==> config.mk <==
export PLATFORM = sky130hd
export DESIGN_NAME = wsi_burst_source
export DESIGN_NICKNAME = d
export VERILOG_FILES = /design/src/rtl/wsi_burst_source.sv
export SDC_FILE = /design/constraint.sdc
export NUM_CORES = 1
export LEC_CHECK = 0
export ABC_CLOCK_PERIOD_IN_PS = 5800
export BUFFER_PORTS_ARGS = -buffer_cell sky130_fd_sc_hd__buf_2
export CAP_MARGIN = 20
export CORE_ASPECT_RATIO = 1.75
export CORE_UTILIZATION = 60
export DETAILED_ROUTE_END_ITERATION = 6
export GPL_ROUTABILITY_DRIVEN = 1
export PLACE_DENSITY = 0.84
export SLEW_MARGIN = 40
export SYNTH_ARGS = -nofsm -noshare
export SYNTH_HDL_FRONTEND = slang
export SYNTH_SLANG_ARGS = --single-unit
==> constraint.sdc <==
create_clock -name clk -period 5.8 [get_ports clk]
set_input_delay 0.58 -clock clk [delete_from_list [all_inputs] [get_ports clk]]
set_output_delay 0.58 -clock clk [all_outputs]
set_load 0.02 [all_outputs]
==> src/rtl/wsi_burst_source.sv <==
// rtl/wsi_burst_source.sv - WSI precise write-burst source with LFSR data and SThreadBusy backpressure
module wsi_burst_source #(
  parameter logic [31:0] SEED       = 32'h0000_0001,
  parameter int          MAX_BURST  = 16,
  parameter int          GAP_CYCLES = 2
) (
  input  logic        clk,
  input  logic        reset,
  input  logic        enable,
  output logic [2:0]  wsi_MCmd,
  output logic        wsi_MReqLast,
  output logic        wsi_MBurstPrecise,
  output logic [11:0] wsi_MBurstLength,
  output logic [31:0] wsi_MData,
  output logic [3:0]  wsi_MByteEn,
  output logic [7:0]  wsi_MReqInfo,
  input  logic        wsi_SThreadBusy,
  output logic        wsi_MReset_n,
  output logic [15:0] bursts_sent,
  output logic [15:0] words_sent
);

  localparam logic [2:0]  CMD_WR    = 3'b001;
  localparam logic [2:0]  CMD_IDLE  = 3'b000;
  localparam logic [31:0] SEED_INIT = (SEED == 32'd0) ? 32'd1 : SEED;
  localparam logic [11:0] LEN_MASK  = 12'(MAX_BURST - 1);
  localparam logic [3:0]  GAP_LAST  = 4'(GAP_CYCLES - 1);

  typedef enum logic [1:0] {IDLE, BURST, GAP} state_t;

  state_t      state, state_nxt;
  logic [31:0] lfsr, lfsr_nxt, lfsr_adv;
  logic [11:0] rem, rem_nxt, len;
  logic [3:0]  gap_cnt, gap_cnt_nxt;
  logic        accept;

  logic [2:0]  cmd_nxt;
  logic        last_nxt, precise_nxt, mreset_n_nxt;
  logic [11:0] blen_nxt;
  logic [31:0] data_nxt;
  logic [3:0]  be_nxt;
  logic [7:0]  info_nxt;
  logic [15:0] bursts_nxt, words_nxt;

  assign lfsr_adv = {1'b0, lfsr[31:1]} ^ (lfsr[0] ? 32'h8020_0003 : 32'h0);
  assign len      = (lfsr[11:0] & LEN_MASK) + 12'd1;
  assign accept   = (wsi_MCmd == CMD_WR) && !wsi_SThreadBusy;

  always_comb begin
    state_nxt    = state;
    lfsr_nxt     = lfsr;
    rem_nxt      = rem;
    gap_cnt_nxt  = gap_cnt;
    cmd_nxt      = wsi_MCmd;
    last_nxt     = wsi_MReqLast;
    precise_nxt  = wsi_MBurstPrecise;
    blen_nxt     = wsi_MBurstLength;
    data_nxt     = wsi_MData;
    be_nxt       = wsi_MByteEn;
    info_nxt     = wsi_MReqInfo;
    bursts_nxt   = bursts_sent;
    words_nxt    = words_sent;
    mreset_n_nxt = 1'b1;
    case (state)
      IDLE: begin
        if (wsi_MReset_n && enable) begin
          state_nxt   = BURST;
          cmd_nxt     = CMD_WR;
          be_nxt      = 4'hF;
          precise_nxt = 1'b1;
          blen_nxt    = len;
          rem_nxt     = len;
          data_nxt    = lfsr;
          info_nxt    = bursts_sent[7:0];
          last_nxt    = (len == 12'd1);
        end
      end
      BURST: begin
        // Nothing moves while the slave is busy, so every output holds.
        if (accept) begin
          words_nxt = words_sent + 16'd1;
          lfsr_nxt  = lfsr_adv;
          if (rem == 12'd1) begin
            bursts_nxt  = bursts_sent + 16'd1;
            cmd_nxt     = CMD_IDLE;
            be_nxt      = 4'h0;
            last_nxt    = 1'b0;
            precise_nxt = 1'b0;
            blen_nxt    = 12'd0;
            gap_cnt_nxt = 4'd0;
            state_nxt   = (GAP_CYCLES == 0) ? IDLE : GAP;
          end else begin
            data_nxt = lfsr_adv;
            rem_nxt  = rem - 12'd1;
            last_nxt = (rem == 12'd2);
          end
        end
      end
      GAP: begin
        if (gap_cnt == GAP_LAST) state_nxt = IDLE;
        else                     gap_cnt_nxt = gap_cnt + 4'd1;
      end
      default: state_nxt = IDLE;
    endcase
  end

  always_ff @(posedge clk or posedge reset) begin
    if (reset) begin
      state             <= IDLE;
      lfsr              <= SEED_INIT;
      rem               <= 12'd0;
      gap_cnt           <= 4'd0;
      wsi_MCmd          <= CMD_IDLE;
      wsi_MReqLast      <= 1'b0;
      wsi_MBurstPrecise <= 1'b0;
      wsi_MBurstLength  <= 12'd0;
      wsi_MData         <= 32'd0;
      wsi_MByteEn       <= 4'h0;
      wsi_MReqInfo      <= 8'd0;
      wsi_MReset_n      <= 1'b0;
      bursts_sent       <= 16'd0;
      words_sent        <= 16'd0;
    end else begin
      state             <= state_nxt;
      lfsr              <= lfsr_nxt;
      rem               <= rem_nxt;
      gap_cnt           <= gap_cnt_nxt;
      wsi_MCmd          <= cmd_nxt;
      wsi_MReqLast      <= last_nxt;
      wsi_MBurstPrecise <= precise_nxt;
      wsi_MBurstLength  <= blen_nxt;
      wsi_MData         <= data_nxt;
      wsi_MByteEn       <= be_nxt;
      wsi_MReqInfo      <= info_nxt;
      wsi_MReset_n      <= mreset_n_nxt;
      bursts_sent       <= bursts_nxt;
      words_sent        <= words_nxt;
    end
  end

endmodule
# Word level (Yosys, flattened, before mapping)
# Index checks and enable logic that the tools add are counted.
# W data, S select, Z words.
[totals] regBits=144 output_inout_bits=94 word_cells=82
[classes] addsub=5 n_eq_ne=13 muxes=35 n_bitwise=1 reduce_logical=14
[ops] op="$mux W32" count=4
[ops] op="$pmux W32 S2" count=1
[ops] op="$mux W12" count=5
[ops] op="$pmux W12 S2" count=2
[ops] op="$add A16 B1 Y16 const B" count=2
[ops] op="$xor A31 B32 Y32" count=1
[ops] op="$mux W4" count=4
[ops] op="$pmux W4 S2" count=2
[ops] op="$reduce_and A4 Y1" count=4
[ops] op="$eq A12 B1 Y1 const B" count=1
[ops] op="$eq A12 B2 Y1 const B" count=1
[ops] op="$ne A2 B2 Y1 const B" count=6
[ops] op="$sub A12 B1 Y12 const B" count=1
[ops] op="$mux W3" count=3
[ops] op="$mux W2" count=4
[ops] op="$mux W1" count=6
[ops] op="$pmux W2 S3" count=1
[ops] op="$pmux W3 S2" count=1
[ops] op="$reduce_and A3 Y1" count=2
[ops] op="$add A4 B1 Y5 const B" count=1
[ops] op="$eq A5 B1 Y1 const B" count=1
[ops] op="$add A4 B1 Y4 const B" count=1
[ops] op="$eq A4 B1 Y1 const B" count=1
[ops] op="$pmux W1 S2" count=2
[ops] op="8 further kinds" count=11

# Longest topological paths before layout
# Gate-level depths: netlist of the first run.
[logic_depth] word_depth=5 mapped_depth=7 ltp_nobuf=6

# Least setup slack after synthesis of the first run
# No wires, ideal clock.
[synth_timing] kind="reg2reg" start="reg rem[1]" end="reg wsi_MData[0]" arrival_ns=1.954 required_time_ns=5.675 path_slack_ns=3.721 synth_period_minus_slack_ns=2.079 stages_incl_launch_ff=8 setup_time_ns=0.125 n_path_buf=1 path_cell_list="dfrtp_1 -> inv_1 -> ha_1 -> nor4b_4 -> nand3_2 -> a21oi_4 -> buf_12 -> mux2_4"
[synth_between] elab_chain_cells=3
[synth_rtl] element="from (decl)" line="33" rtl="logic [11:0] rem, rem_nxt, len;"
[synth_rtl] element="from (signal assigned)" line="126" rtl="rem <= rem_nxt;"
[synth_rtl] element="$eq A12 B1 Y1" line="83" rtl="if (rem == 12'd1) begin"
[synth_rtl] element="$ne A2 B2 Y1 (no source line)"
[synth_rtl] element="$reduce_and A4 Y1 (no source line)"
[synth_rtl] element="to (signal assigned)" line="132" rtl="wsi_MData <= data_nxt;"
[synth_rtl] element="to (decl)" line="14" rtl="output logic [31:0] wsi_MData,"
# No other way between the ends.
# A chain may end at the register's enable or synchronous reset.

# Worst setup path in the final report of the first run
[layout_timing] start="reg rem[1]" end="reg wsi_MData[17]"
# The elaborated chain is that of the path after synthesis.

==> results_dict.tcl, run 1 <==
set metrics [dict create \
    outcome "complete, no violations" \
    leakagePower_nw 3.83 \
    synthFlopType "dfrtp_1" \
    wire_per_inst_um 16.3 \
    combPwrFrac_pct 36.0 \
    core_area_um2 10200 \
    portBuffers 88 \
    cts_tree "yes" \
    antenna_left 0 \
    grt_setup_unrepaired "false" \
    cts.sinks 130 \
    hpwlAfterDp_um 8950 \
    multi_input_area_um2 2770 \
    critPathMaxFanout 36 \
    final_util_pct 71.6 \
    switching_share_pct 39.1 \
    max_freq_mhz 388 \
    grt_pass1_vias 4898 \
    first_pass_iters 5 \
    final_area_um2 7330 \
    overflow 0 \
    grt_usage_pct 27.4 \
    n_antenna_cell 0 \
    synthTopCellsByArea "dfrtp_1, nand2_1, mux2_4" \
    power_density_nw_per_um2 544 \
    tightest_slew_ps 682 \
    synth_area_per_cell_um2 9.87 \
    start_kind "flip-flop" \
    finalPower_w 0.00399 \
    cts_setup_buffers 0 \
    rows 49 \
    worstPathArrival_ps 2870 \
    slowest_stage "buf_4" \
    placed_cell_area_um2 6710 \
    drt_iter0_drc 327 \
    nets 726 \
    ir_drop_mv 0.340 \
    grt_pass1_wl_um 23000 \
    synth_edf_count 0 \
    cts.path.max_buffers 2 \
    syn_to_final_growth_pct 16.7 \
    p_clk_share_pct 27.6 \
    regArea_um2 3250 \
    path_cells "inv_1 -> ha_1 -> nor4b_4 -> nand3_2 -> a21oi_4 -> buf_4 -> mux2_2" \
    yosysTopAreaCell "dfrtp_1" \
    cts_resized 0 \
    critPathKind "flip-flop to flip-flop" \
    io_pins 98 \
    clkTransAtPathRegs_ps 60 \
    fillers 679 \
    synth-async-reset-ratio_pct 100 \
    synth_cells 637 \
    layout-drive-gt1-share_pct 24.2 \
    period_share_pct 44.4 \
    worstPathRequired_ps 6100 \
    finalMaxSlewViolations 0 \
    via_per_inst 5.68 \
    grt_max_degree 68 \
    clk_latency_ps 420 \
    hold_viol 0 \
    yosysSeqAreaShare_pct 51.8 \
    htree_levels 4 \
    drc 0 \
    synth-seq-cells 130 \
    vias 4849 \
    finalSetupViolCount 0 \
    die_h_um 137 \
    yosysWarningCount 0 \
    max_stage_delay_ps 530 \
    ctsHoldBuffers 0 \
    switchingPower_w 0.00156 \
    skew_ps 9.79 \
    netlist-cell-type-count 55 \
    r2r_cells 7 \
    antenna_found_initial 0 \
    die_x_um 79.4 \
    p_int_w 0.00243 \
    globalplace.congestion 0.835 \
    end_kind "flip-flop" \
    fin_crit_ps 2580 \
    slew_headroom_pct 54.3 \
    start_util_pct 61.4 \
    fin_setup_tns_ps 0 \
    syn_area_um2 6280 \
    drt-total-wl_um 13900 \
    seqPwrFrac_pct 36.4 \
    dieArea_um2 10900 \
    max-cap-violations 0 \
    cts-root-buf "clkbuf_16" \
    hp-class "input pin to async pin" \
    cts_buffers 17 \
    synth_top_area_share_pct 51.4 \
]
==> stage by stage <==
step / hold WS, ps / setup slack (ps) / std cells
6_report: 223 / 3220 / 853
5_1_grt: 263 / 3060 / 853
4_1_cts: 329 / 3250 / 853
3_5_place_dp: 458 / 3180 / 821
3_3_place_gp: 454 / 3290 / 821
2_1_floorplan: 482 / 1750 / 645
==> power groups by stage <==
| stage | Sequential [W] | Clock [W] | Combinational [W] |
|---|---|---|---|
| 5_1_grt | 0.00149 | 0.00114 | 0.00157 |
| 3_5_place_dp | 0.00145 | 0 | 0.00142 |
| 4_1_cts | 0.00145 | 0.00111 | 0.00144 |
| 6_report | 0.00145 | 0.00110 | 0.00144 |
| 3_3_place_gp | 0.00143 | 0 | 0.00136 |
| 2_1_floorplan | 0.00154 | 0 | 0.000983 |
==> synth_stat cells, drive strengths merged, types with 6 or more instances <==
cell and instances:
inv 10, xor2 8, o21ai 26, dfrtp 129
nor2 13, buf 28, nand4 11, ha 9
a21oi 12, nor3 11, clkbuf 18, nor4 6
mux2 31, or4 7, nand3 25, xnor2 29
nand2 219
==> final timing paths <==
check	start	endpoint	slack, ps
worst max register to register	rem[1]	wsi_MData[17]	3220
worst max-delay path	rem[1]	wsi_MData[17]	3220
worst min register to register	wsi_MReqInfo[4]	wsi_MReqInfo[4]	470
min in group clk	wsi_MReqInfo[4]	wsi_MReqInfo[4]	470
worst min-delay path	reset	words_sent[7]	220
max in group asynchronous	reset	lfsr[2]	4610
==> flip-flops by register name, indices dropped and copies added (netlist names) <==
| register | cells |
|---|---|
| lfsr | 32 |
| wsi_MData | 32 |
| bursts_sent | 16 |
| words_sent | 16 |
| rem | 12 |
| wsi_MReqInfo | 8 |
| wsi_MBurstLength | 5 |
| gap_cnt | 4 |
| state | 2 |
| wsi_MByteEn | 1 |
| wsi_MReqLast | 1 |
| wsi_MReset_n | 1 |
==> metal layers <==
| layer | track usage (%) | wire, µm | up-vias |
|---|---|---|---|
| met2 | 48.3 | 7660 | 148 |
| met3 | 5.96 | 552 | 33 |
| met1 | 30.7 | 5340 | 2415 |
| li1 | - | - | 2253 |
| met4 | 13.7 | 365 | 0 |
| met5 | 0 | 0 | - |
==> final cells by class <==
class | count | share of cell area, %
Clock buffer | 19 | 6.18
Clock inverter | 13 | 2.17
Inverter | 10 | 0.580
Multi-Input combinational cell | 459 | 37.8
Sequential cell | 130 | 44.4
Tap cell | 127 | 2.17
Timing Repair Buffer | 95 | 6.77
==> cells by family after synthesis <==
logic type | count (synthesis) | synth area share [%]
other cells | 2 | 0.119
mux | 33 | 7.37
xor+xnor | 37 | 5.16
compound gates | 52 | 5.06
buf+inv | 56 | 5.08
fa+ha+maj | 9 | 1.79
flops | 130 | 51.8
simple gates | 318 | 23.7
==> worst max-delay path, delay by kind of cell, from the launching register on <==
family                     cells  cell delay [ps]
buffers and inverters          2              650
and+or+nand+nor                2              580
DFF                            1              410
muxes                          1              400
adders and majority gates      1              220
AOI/OAI and AO/OA              1              200
==> cells in the final DEF, fill, tap and decap left out, types with 3 or more instances in the layout <==
master	n
nand2_1	219
dfrtp_1	129
buf_2	88
xnor2_1	29
o21ai_0	26
mux2_4	25
nand3_1	23
clkbuf_16	17
nor2_1	13
a21oi_1	11
nand4_1	11
conb_1	10
inv_1	9
nor3_1	9
ha_1	9
xor2_1	8
or4_1	6
mux2_2	6
buf_4	6
and3_1	5
o211ai_1	4
clkinv_2	4
or3_1	3
nor4_1	3
and4_1	3
nor3b_1	3
bufinv_16	3
clkinvlp_4	3
No activity file was read; power rests on OpenSTA's default activity.
==> run 2, diff against run 1 <==
Settings changed: ABC_CLOCK_PERIOD_IN_PS 5800 to 2300, CORE_UTILIZATION 60 to 51, PLACE_DENSITY 0.84 to 0.76.
Clock period 5.8 ns to 2.3 ns, I/O delays scaled along.
==> run 2 against run 1 <==
Register-to-register slack worse by 3100 ps. Clock skew grew 1.1 ps. Core utilization fell by 9.2 points. Combinational power grew to 2.6 times the previous value. Final area is 2.1% higher. Global-route usage shrank 4.5 points. Cell count grew 5.7%. Total power is 150% higher.
==> results_dict.tcl, run 2 (synthesis gave the netlist of run 1 again) <==
set metrics [dict create \
    finalSetupViolCount 0 \
    clkTransAtPathRegs_ps 60 \
    globalplace.congestion 0.849 \
    rr_startpoint "rem[1]" \
    outcome "complete, no violations" \
    hold_depth 3 \
    drc 0 \
    layout_commonest_cell "nand2_1" \
    drt-total-wl_um 14000 \
    p_int_w 0.00610 \
    gr-max-usage-layer "met2" \
    cts_resized 0 \
    gr-usage-met2_pct 40.2 \
    die_x_um 85.9 \
    critPathMaxFanout 25 \
    syn_to_final_growth_pct 19.1 \
    antenna_left 0 \
    core_area_um2 12000 \
    fillers 976 \
    htree_levels 4 \
    fin_setup_tns_ps 0 \
    critPathKind "flip-flop to flip-flop" \
    cts_setup_buffers 0 \
    worstHoldEndpoint "state[0]" \
    switchingPower_w 0.00387 \
    cts_tree "yes" \
    start_kind "flip-flop" \
    grt_usage_pct 22.8 \
    max-cap-violations 0 \
    fin_crit_ps 2190 \
    wire_per_inst_um 15.5 \
    via_per_inst 5.37 \
    rows 53 \
    reg_top3 "lfsr: 32 flops, wsi_MData: 32 flops" \
    seqPwrFrac_pct 36.6 \
    r2r-end "wsi_MData[15]" \
    p_clk_share_pct 26.2 \
    hp-class "input pin to flip-flop" \
    power_density_nw_per_um2 1330 \
    finalMaxSlewViolations 0 \
    end_kind "flip-flop" \
    cts.path.max_buffers 2 \
    hpwlAfterDp_um 9230 \
    dieArea_um2 12800 \
    portBuffers 88 \
    ir_drop_mv 0.907 \
    mostFrequentLayoutCells "nand2_1, dfrtp_1, buf_2" \
    final_area_um2 7490 \
    cts.sinks 130 \
    leakagePower_nw 3.88 \
    grt_max_degree 52 \
    met1_usage_pct 26.3 \
    nets 737 \
    first_pass_iters 4 \
    final_util_pct 62.4 \
    path_cells "inv_1 -> ha_1 -> nor4b_4 -> nand3_2 -> a21oi_4 -> buf_12 -> mux2_2" \
    start_util_pct 52.4 \
    vias 4843 \
    worstPathArrival_ps 2490 \
    clk_latency_ps 410 \
    layout-drive-gt1-share_pct 24.7 \
    cts_buffers 17 \
    antenna_found_initial 0 \
    dp_cells 868 \
    period_share_pct 95.1 \
    io_pins 98 \
    drt_iter0_drc 215 \
    grt_use_met3_pct 4.87 \
    grt_pass1_vias 4819 \
    instances_no_fill 902 \
    critical-path-top-delay-family "simple AND/OR/NAND/NOR gates" \
    die_h_um 149 \
    switching_share_pct 38.8 \
    n_antenna_cell 0 \
    max_freq_mhz 457 \
    r2r_cells 7 \
    combPwrFrac_pct 37.2 \
    rrSetupSlack_ps 110 \
    cp.buffers_inverters 2 \
    skew_ps 10.9 \
    grt_pass1_wl_um 22800 \
    grt_setup_unrepaired "false" \
    placed_cell_area_um2 6880 \
    worstPathRequired_ps 2600 \
    overflow 0 \
    slowest_stage "dfrtp_1" \
    cts-root-buf "clkbuf_16" \
    max_stage_delay_ps 400 \
    hold_start "wsi_SThreadBusy" \
    hold_viol 0 \
]
==> run 2: cell types whose count changed in the layout (fill, tap and decap cells not counted) <==
cell / before / now
nand3_2: 2 / 1
buf_16: 0 / 1
clkinv_2: 4 / 5
buf_4: 6 / 12
nand3_1: 23 / 24
bufinv_16: 3 / 2
inv_6: 2 / 0
clkbuf_1: 0 / 3
buf_6: 1 / 0
buf_12: 0 / 4
clkinv_4: 2 / 1
dlygate4sd3_1: 0 / 1
==> run 2: worst max-delay path by stage <==
| stage | start | to | depth (start not counted) |
|---|---|---|---|
| final | rem[1] | wsi_MData[15] | 7 |
| after global routing | rem[1] | wsi_MData[18] | 7 |
| after CTS | rem[1] | bursts_sent[11] | 6 |
| after detailed placement | rem[1] | bursts_sent[11] | 6 |
| after global placement | rem[1] | wsi_MData[14] | 7 |
| after floorplan | rem[1] | wsi_MData[0] | 7 |
==> run 2: timing repair <==
action / in CTS / in global routing
endpoints found under the hold margin: 29 / 0
setup endpoints to repair: 0 / 2
hold buffers: 1 / 0
==> run 2: metrics by stage <==
stage               setup slack, ps  total power (W)  hold slack [ps]
floorplan                       221          0.00637              411
global placement                234          0.00721              373
detailed placement              110          0.00736              399
CTS                            95.5           0.0100              128
global route                   9.06           0.0105              178
finish                          113          0.00997              140
==> run 2: tightest hold or removal path: stages <==
cell and delay [ps]:
buf_2 110, nor3b_1 50, o21ai_0 120
==> run 2: power by group through the flow <==
| stage | Combinational, W | Sequential (W) | Clock, W |
|---|---|---|---|
| 2_1_floorplan | 0.00248 | 0.00389 | 0 |
| 5_1_grt | 0.00405 | 0.00374 | 0.00276 |
| 4_1_cts | 0.00373 | 0.00363 | 0.00265 |
| 3_5_place_dp | 0.00370 | 0.00366 | 0 |
| 6_report | 0.00371 | 0.00365 | 0.00261 |
| 3_3_place_gp | 0.00358 | 0.00363 | 0 |
==> run 2: layout make-up <==
class	instances	area, µm²	share of cell area [%]
multi-input combinational	459	2760	36.9
timing repair buffer	106	648	8.66
clock inverter	10	109	1.45
inverter	10	41.3	0.551
sequential	130	3250	43.5
clock buffer	22	464	6.20
tap	165	206	2.76
==> run 2: routing by layer <==
layer  routed length (µm)  vias up
met5                    0        -
met1                 5730     2420
met4                  384        0
li1                     -     2276
met3                  464       33
met2                 7390      114
==> run 3, diff against run 2 <==
Settings changed: ABC_CLOCK_PERIOD_IN_PS 2300 to 2100, CORE_UTILIZATION 51 to 57, PLACE_DENSITY 0.76 to 0.8.
Clock period 2.3 ns to 2.1 ns, I/O delays scaled along.
==> run 3 against run 2 <==
Total power rose by 13%. Final area rose by 1.4%. Non-clock buffer count rose by 12. Sequential power rose by 9.3%. Core utilization rose by 8.6 points. Combinational power rose by 16%. Worst setup slack got worse by 77 ps. First-iteration DRC count rose by 34%. Largest power group unchanged.
==> results_dict.tcl, run 3 (synthesis gave the netlist of run 1 again) <==
set metrics [dict create \
    critical-path-top-delay-family "simple AND/OR/NAND/NOR gates" \
    drc 0 \
    worstSetupStartpoint "rem[0]" \
    mostFrequentLayoutCells "nand2_1, dfrtp_1, buf_2" \
    cts-root-buf "clkbuf_16" \
    finalMaxSlewViolations 0 \
    critPathMaxFanout 5 \
    start_util_pct 58.7 \
    worstPathRequired_ps 2440 \
    critPathKind "flip-flop to flip-flop" \
    slowest_stage "or4_1" \
    worst_slack_ps 35.7 \
    n_antenna_cell 0 \
    seqPwrFrac_pct 35.3 \
    end_kind "flip-flop" \
    max-cap-violations 0 \
    dieArea_um2 11500 \
    start_kind "flip-flop" \
    clkTransAtPathRegs_ps 50 \
    via_per_inst 5.58 \
    grt_setup_unrepaired "true" \
    layout_commonest_cell "nand2_1" \
    skew_ps 7.24 \
    cts_buffers 17 \
    outcome "complete, no violations" \
    path_cells "inv_2 -> ha_2 -> or3b_4 -> a31o_2 -> or4_1 -> a21oi_1" \
    fin_crit_ps 2060 \
    rr_startpoint "rem[0]" \
    cts.path.max_buffers 2 \
    drt-total-wl_um 14200 \
    max_freq_mhz 484 \
    wire_per_inst_um 16.2 \
    syn_to_final_growth_pct 20.8 \
    switching_share_pct 38.2 \
    portBuffers 88 \
    max_stage_delay_ps 500 \
    rows 50 \
    r2r-end "rem[10]" \
    switchingPower_w 0.00431 \
    finalSetupViolCount 0 \
    nets 749 \
    r2r_cells 6 \
    p_clk_share_pct 26.4 \
    power_density_nw_per_um2 1490 \
    antenna_found_initial 0 \
    rrSetupSlack_ps 40 \
    globalplace.congestion 0.922 \
    worstPathArrival_ps 2410 \
    grt_pass1_vias 4829 \
    die_x_um 81.4 \
    hpwlAfterDp_um 9330 \
    io_pins 98 \
    hold_viol 0 \
    fin_setup_tns_ps 0 \
    critical_path_depth 6 \
    post-place-ws_ps -7.68 \
    crit_end "rem[10]" \
    htree_levels 4 \
    reg_top3 "lfsr: 32 flops, wsi_MData: 32 flops" \
    die_h_um 141 \
    ir_drop_mv 0.935 \
    finalPower_w 0.0113 \
    cts_tree "yes" \
    cts.sinks 130 \
    first_pass_iters 5 \
    slew_headroom_pct 56.1 \
    p_int_w 0.00699 \
    drt_iter0_drc 288 \
    grt_max_degree 48 \
    grt_usage_pct 26.7 \
    vias 4892 \
    combPwrFrac_pct 38.2 \
    cp.buffers_inverters 1 \
    overflow 0 \
    tightest_slew_ps 657 \
    grt_pass1_wl_um 23300 \
    clk_latency_ps 420 \
    leakagePower_nw 3.98 \
    layout-drive-gt1-share_pct 26.6 \
    antenna_left 0 \
    core_area_um2 10700 \
    hp-class "input pin to flip-flop" \
    period_share_pct 98.3 \
    final_util_pct 71.0 \
]
-- run 3: layout make-up --
class                           instances  area, µm²
Fill cell                             758       3110
Timing Repair Buffer                  118        739
Clock inverter                          4       70.1
Multi-Input combinational cell        459       2790
Tap cell                              130        163
Sequential cell                       130       3260
Inverter                               10       41.3
Clock buffer                           26        529
-- run 3: power groups by stage --
stage | combinational (W) | clock, W | sequential [W]
3_5_place_dp | 0.00413 | 0 | 0.00400
4_1_cts | 0.00421 | 0.00302 | 0.00398
6_report | 0.00432 | 0.00299 | 0.00399
3_3_place_gp | 0.00398 | 0 | 0.00395
5_1_grt | 0.00472 | 0.00312 | 0.00411
2_1_floorplan | 0.00272 | 0 | 0.00426
-- run 3: worst min path at each step --
| stage | start | end | depth (start not counted) |
|---|---|---|---|
| floorplan | wsi_SThreadBusy | state[0] | 2 |
| global placement | reset | wsi_MData[21] | 2 |
| detailed placement | reset | wsi_MData[23] | 2 |
| CTS | wsi_SThreadBusy | state[0] | 3 |
| global route | wsi_SThreadBusy | state[0] | 3 |
| finish | wsi_SThreadBusy | state[0] | 3 |
-- run 3: worst register-to-register path, stage by stage (launching register included) --
cell	delay (ps)
dfrtp_1	430
inv_2	80
ha_2	190
or3b_4	390
a31o_2	250
or4_1	500
a21oi_1	160
-- run 3: timing repair --
action,in CTS,in global routing
endpoints found under the hold margin,24,0
hold buffers,1,0
setup buffers,0,3
gates cloned,0,1
endpoints found under the setup margin,3,34
resized for setup,2,7
pin swaps,1,3
-- run 3: stage by stage --
stage	instances	hold WS (ps)	cell area, µm²
6_report	877	210	7590
5_1_grt	877	234	7590
4_1_cts	873	196	7520
3_5_place_dp	842	337	6900
3_3_place_gp	842	328	6900
2_1_floorplan	645	391	6320
-- run 3: layer usage --
metal	GRT usage, %	wire length, µm	up-vias
met5	0	0	-
met2	45.7	7740	180
met3	5.37	679	32
met4	12.4	378	0
li1	-	-	2300
met1	31.4	5420	2380
